## src/rtl/hazard_pkg.sv

```systemverilog
// Shared definitions for the hazard comparator pipeline: address width,
// match-vector bit positions and the per-stage entry layouts.
package hazard_pkg;

  localparam int REG_AW    = 4;

  localparam int MATCH_A_M = 4;
  localparam int MATCH_A_W = 3;
  localparam int MATCH_B_M = 2;
  localparam int MATCH_B_W = 1;
  localparam int MATCH_LDR = 0;

  typedef struct packed {
    logic [REG_AW-1:0] ra1;
    logic [REG_AW-1:0] ra2;
    logic [REG_AW-1:0] wa3;
    logic              reg_write;
    logic              mem_to_reg;
  } stage_entry_t;

  // Past Execute only the destination and its write enable have consumers.
  typedef struct packed {
    logic [REG_AW-1:0] wa3;
    logic              reg_write;
  } wb_entry_t;

endpackage

```

## src/rtl/haz_stage_reg.sv

```systemverilog
// One pipeline-stage entry register: async active-low clear, synchronous
// flush that loads an all-zero bubble.
module haz_stage_reg #(
  parameter int W = 1
) (
  input  logic         clk,
  input  logic         rst_n,
  input  logic         flush,
  input  logic [W-1:0] d,
  output logic [W-1:0] q
);

  always_ff @(posedge clk or negedge rst_n) begin
    if (!rst_n)     q <= '0;
    else if (flush) q <= '0;
    else            q <= d;
  end

endmodule

```

## src/rtl/hazard_match_pipe.sv

```systemverilog
// E/M/W register-address pipeline feeding the hazard unit's comparators.
// Optional performance counters are built when HAZARD_PERF_CNT_EN is defined.
module hazard_match_pipe
  import hazard_pkg::*;
(
  input  logic              clk,
  input  logic              rst_n,
  input  logic [REG_AW-1:0] ra1_d,
  input  logic [REG_AW-1:0] ra2_d,
  input  logic [REG_AW-1:0] wa3_d,
  input  logic              reg_write_d,
  input  logic              mem_to_reg_d,
  input  logic              flush_e,
  output logic [4:0]        match,
  output logic              reg_write_m,
  output logic              reg_write_w,
  output logic              mem_reg_e,
  output logic [REG_AW-1:0] wa3_e,
  output logic [REG_AW-1:0] wa3_m,
  output logic [REG_AW-1:0] wa3_w,
  output logic [15:0]       perf_flush_cnt,
  output logic [15:0]       perf_ldr_cnt
);

  stage_entry_t d_entry, e_q;
  wb_entry_t    m_d, m_q, w_q;

  assign d_entry = '{ra1: ra1_d, ra2: ra2_d, wa3: wa3_d,
                     reg_write: reg_write_d, mem_to_reg: mem_to_reg_d};
  assign m_d     = '{wa3: e_q.wa3, reg_write: e_q.reg_write};

  haz_stage_reg #(.W($bits(stage_entry_t))) u_stage_e (
    .clk(clk), .rst_n(rst_n), .flush(flush_e), .d(d_entry), .q(e_q)
  );

  haz_stage_reg #(.W($bits(wb_entry_t))) u_stage_m (
    .clk(clk), .rst_n(rst_n), .flush(1'b0), .d(m_d), .q(m_q)
  );

  haz_stage_reg #(.W($bits(wb_entry_t))) u_stage_w (
    .clk(clk), .rst_n(rst_n), .flush(1'b0), .d(m_q), .q(w_q)
  );

  // Raw address compares; write-enable qualification is the hazard unit's job.
  always_comb begin
    match            = '0;
    match[MATCH_A_M] = (e_q.ra1 == m_q.wa3);
    match[MATCH_A_W] = (e_q.ra1 == w_q.wa3);
    match[MATCH_B_M] = (e_q.ra2 == m_q.wa3);
    match[MATCH_B_W] = (e_q.ra2 == w_q.wa3);
    match[MATCH_LDR] = (ra1_d == e_q.wa3) | (ra2_d == e_q.wa3);
  end

  assign mem_reg_e   = e_q.mem_to_reg;
  assign reg_write_m = m_q.reg_write;
  assign reg_write_w = w_q.reg_write;
  assign wa3_e       = e_q.wa3;
  assign wa3_m       = m_q.wa3;
  assign wa3_w       = w_q.wa3;

`ifdef HAZARD_PERF_CNT_EN
  logic ldr_evt;
  assign ldr_evt = match[MATCH_LDR] & mem_reg_e;

  // Both counters saturate at all-ones instead of wrapping.
  always_ff @(posedge clk or negedge rst_n) begin
    if (!rst_n) begin
      perf_flush_cnt <= '0;
      perf_ldr_cnt   <= '0;
    end else begin
      if (flush_e && perf_flush_cnt != 16'hFFFF) perf_flush_cnt <= perf_flush_cnt + 16'd1;
      if (ldr_evt && perf_ldr_cnt != 16'hFFFF)   perf_ldr_cnt   <= perf_ldr_cnt + 16'd1;
    end
  end
`else
  assign perf_flush_cnt = '0;
  assign perf_ldr_cnt   = '0;
`endif

endmodule

```

## config.mk

```make
export PLATFORM = sky130hd
export DESIGN_NAME = hazard_match_pipe
export DESIGN_NICKNAME = d
export VERILOG_FILES = /design/src/rtl/hazard_pkg.sv /design/src/rtl/haz_stage_reg.sv /design/src/rtl/hazard_match_pipe.sv
export SDC_FILE = /design/constraint.sdc
export NUM_CORES = 1
export LEC_CHECK = 0
export CORE_MARGIN = 2
export CORE_UTILIZATION = 34
export CTS_CLUSTER_DIAMETER = 200
export DETAILED_ROUTE_END_ITERATION = 12
export GPL_ROUTABILITY_DRIVEN = 0
export PLACE_DENSITY = 0.75
export SYNTH_ARGS = -nofsm -noshare
export SYNTH_HDL_FRONTEND = slang
export SYNTH_SLANG_ARGS = --single-unit
```

## constraint.sdc

```tcl
create_clock -name clk -period 1.05 [get_ports clk]
set_input_delay 0.21 -clock clk [delete_from_list [all_inputs] [get_ports clk]]
set_output_delay 0.21 -clock clk [all_outputs]
set_load 0.03 [all_outputs]
```

* After elaboration in Yosys (flattened, before gate mapping)
Cells that the tools add are included.
W data, S select, Z words.
** Cells by class
- Add/subtract/negate cells :: 0
- Multipliers :: 0
- Divide/modulo/power cells :: 0
- Order comparisons :: 0
- Equal/unequal tests :: 6
- Shift operators :: 0
- Multiplexer cells :: 1
- Bitwise gates (word level) :: 1
- Reduce and logical (&&, ||, !) cells :: 0
** Operators with widths (number)
- $eq A4 B4 Y1 :: 6
- $mux W14 :: 1
- $or A1 B1 Y1 :: 1
** Storage, ports and cells
- Register bits after elaboration :: 24
- Bits in latches :: 0
- Bits in writable memories :: 0
- Bits in read-only memories :: 0
- Output and inout bits :: 52
- Word-level logic and storage cells :: 11
- Memories kept :: 0

* Longest topological paths before layout
- Word-level depth :: 2
- Gate-level depth with buffers :: 3
- Depth with buffers taken out :: 3

* Cells and area by module
From an unflattened synthesis, not the netlist that was laid out.
** Unflattened totals
- Cells, all modules :: 112
- Area total of the unflattened synthesis :: 1292.5 um^2
** Modules (own cells, without submodules)
- hazard_match_pipe :: instances 1, cells an instance 63, area an instance 501.7 um^2, seq. area each 0.0 um^2
- haz_stage_reg (u_stage_e) :: instances 1, cells an instance 29, area an instance 478.0 um^2, seq. area each 350.3 um^2
- haz_stage_reg (u_stage_m ...) :: instances 2, cells an instance 10, area an instance 156.4 um^2, seq. area each 125.1 um^2

* Least setup slack after synthesis
OpenSTA, ideal clock, no wires.
- Kind :: reg2out
- Start point :: register u_stage_m.q[2]
- End point :: output port match[2]
- Arrival time :: 1725 ps
- Data required time :: 840 ps
- Setup slack :: -885 ps
- Cell stages (with the launch flop) :: 3
- Buffers on the path :: 0
- Cells stage by stage :: dfrtp_1 xor2_1 nor4_1
** On the way
- Cells in the longest elaborated chain, start to end :: 1
** Ends and longest elaborated chain
- start: declaration :: RTL line haz_stage_reg.sv:10 : output logic [W-1:0] q
- start signal: assignment :: RTL line haz_stage_reg.sv:14 : if (!rst_n) q <= '0;
- start signal: assignment :: RTL line haz_stage_reg.sv:15 : else if (flush) q <= '0;
- start signal: assignment :: RTL line haz_stage_reg.sv:16 : else q <= d;
- $eq A4 B4 Y1 :: RTL line hazard_match_pipe.sv:49 : match[MATCH_B_M] = (e_q.ra2 == m_q.wa3);
- end: declaration :: RTL line hazard_match_pipe.sv:14 : output logic [4:0] match,
No other way between the ends.

* Worst setup path after layout
- Start point :: register u_stage_e.q[3]
- End point :: output port match[0]
** On the way
- Cells in the longest elaborated chain, start to end :: 2
** Ends and longest elaborated chain
- start: declaration :: RTL line haz_stage_reg.sv:10
- start signal: assignment :: RTL line haz_stage_reg.sv:14
- start signal: assignment :: RTL line haz_stage_reg.sv:15
- start signal: assignment :: RTL line haz_stage_reg.sv:16
- $eq A4 B4 Y1 :: RTL line hazard_match_pipe.sv:51 : match[MATCH_LDR] = (ra1_d == e_q.wa3) | (ra2_d == e_q.wa3);
- $or A1 B1 Y1 * :: RTL line hazard_match_pipe.sv:51
Mark *: on every way between the ends. The rest lies on a longest branch, timed or not.

==> out/results.ini <==
[setup_path]
worstPathRequired_ns = 0.84
critPathSlowestCell = dfrtp_1
path_cells = buf_4, xnor2_2, nand4_1, o41ai_4, buf_4
r2r_slack_ns = 0.27
cp-start-kind = register
reg2regPathDepth = 2
critPathMaxFanout = 3
crit_type = reg -> out
arrival_ns = 1.49
slowest_delay_ns = 0.44
cpMostUsedCell = buf_4
cp-end-kind = primary output

[power_and_ir_drop]
total_power_uw = 2420
ir_drop_uv = 1370
power_density_nw_per_um2 = 1250
power.leakage_uw = 0.000968

[detailed_routing]
drt_first_pass_iters = 2
routed.top_layer = met3
antenna_left = 0
wl_met3_um = 165
avgViaCountPerCell = 3.76
drtIter0Drc = 5
vias = 775
drc = 0
drt-total-wl_mm = 2.27
met1_length_um = 808
dr_wl_met2_mm = 1.29
wl_per_cell_um = 11.0

[timing]
finalSetupViolations = 20
hold_slack_ns = 0.226
max_freq_mhz = 589
finalWorstSetupSlack_ns = -0.648
slew_viol_final = 0
finClkSkew_ns = 0.00636
rsz0062_at_grt = true
fin_crit_ns = 1.70
fin_crit_sh_pct = 162
hold_violations = 0

[grt]
grt_max_degree = 25
antenna_found_initial = 0
grt_pass1_wl_mm = 3.73
grtUsageTotal_pct = 11.7
grt_overflow = 0
grt_pass1_vias = 805

[placement]
hpwl_mm = 1.80
place_ws_ns = -0.632
dp.cells = 194
io_buffers = 36

[clocking]
clkTransAtPathRegs_ns = 0.13
clock_latency_ns = 0.31
clockBufferDepth = 2
cts-root-buf = clkbuf_4
cts_tree = built
cts.sink_count = 24
cts_buffers = 3
htree_levels = 1
hold_buffers = 0

[logic_synthesis]
synthDistinctLibCells = 11
synth_cells = 106
synth_seq_area_share_pct = 48.7
ys_ff_latch = 24
synth_area_um2 = 1230
yosysWarnings = 0
syn_area_per_cell_um2 = 11.6

[final_layout]
diodes = 0
synthToLayoutAreaGrowth_pct = 56.9
utilization_pct = 56.7
layout-drive-gt1-share_pct = 40.6
instances_no_fill = 206
final_common_cell = conb_1
layout_common_cells = conb_1, buf_6, dfrtp_1
fill_cells = 290
final_nets = 178

[floorplan]
die_x_um = 64.2
num_rows = 21
ios = 69
dieArea_um2 = 4130
initial_core_util_pct = 36.1
die_y_um = 64.2
core_area_um2 = 3420

[worst_hold_path]
hold_class = in -> async

[outcome]
status = finished with violations
violations = negative setup slack

[job]
maxCapViolCount = 0

worst paths after layout:
kind | from | endpoint
max | u_stage_e.q[3] | match[0]
min in group clk | u_stage_e.q[1] | u_stage_m.q[0]
min | rst_n | u_stage_w.q[1]
min reg2reg | u_stage_e.q[1] | u_stage_m.q[0]
max reg2reg | u_stage_m.q[4] | u_stage_w.q[4]
max in group asynchronous | rst_n | u_stage_m.q[4]
metrics by stage:
stage	setup TNS [ns]	instance area, µm²
after floorplan	-1.64	1470
after global placement	-2.32	1680
after detailed placement	-2.43	1680
after CTS	-5.60	1890
after global routing	-6.73	1940
final	-5.51	1940
repair_timing:
action	in CTS	in global routing
gates resized for setup	30	7
pin swaps	8	3
setup buffers	6	4
setup endpoints to repair	20	20
final cells by class:
type / count / area [µm²] / share of cell area, %
flip-flops and latches: 24 / 609 / 31.5
well taps: 46 / 57.6 / 2.97
repair buffers: 56 / 602 / 31.1
clock buffers: 3 / 22.5 / 1.16
multi-input cells: 76 / 614 / 31.7
clock inverters: 1 / 30.0 / 1.55
registers in the layout, summed over array words and instances (netlist names):
signal and count:
u_stage_e.q 14, u_stage_m.q 5, u_stage_w.q 5
Yosys cell counts (all sizes together):
| master | instances | area [µm²] |
|---|---|---|
| and2b | 8 | 60.1 |
| xnor2 | 4 | 35.0 |
| buf | 36 | 270 |
| nand4 | 1 | 6.26 |
| o41ai | 1 | 16.3 |
| dfrtp | 24 | 601 |
| clkbuf | 1 | 3.75 |
| nor4 | 4 | 25.0 |
| conb | 1 | 3.75 |
| nor2b | 6 | 37.5 |
| xor2 | 20 | 175 |
critical path: cells and delay by family, from the launching register on:
| kind | cells | cell delay, ns |
|---|---|---|
| DFF | 1 | 0.44 |
| buffers and inverters | 2 | 0.37 |
| AOI/OAI and AO/OA | 1 | 0.08 |
| xor gates and xnor gates | 1 | 0.13 |
| and+or+nand+nor | 1 | 0.17 |
routing by layer:
layer | GRT usage, % | vias up
li1 | - | 363
met1 | 13.6 | 372
met2 | 21.4 | 40
met3 | 4.75 | 0
met5 | 0 | -
met4 | 0 | 0
cell families (layout without fill, tap and decap cells):
family / count (synthesis) / in the layout / synth area share [%]
DFF: 24 / 24 / 48.7
buffers and inverters: 37 / 60 / 22.2
xor gates and xnor gates: 24 / 24 / 17.0
AOI/OAI and AO/OA: 1 / 1 / 1.32
and+or+nand+nor: 19 / 19 / 10.4
other: 1 / 32 / 0.304
where the power goes:
part / internal, µW / leakage, µW / switching, µW / total [µW]
sequential: 974 / 0.000300 / 52.8 / 1030
clock: 386 / 0.0000279 / 274 / 660
combinational: 310 / 0.000640 / 426 / 735
total: 1670 / 0.000968 / 752 / 2420
Power figures use the tool's default switching activity.
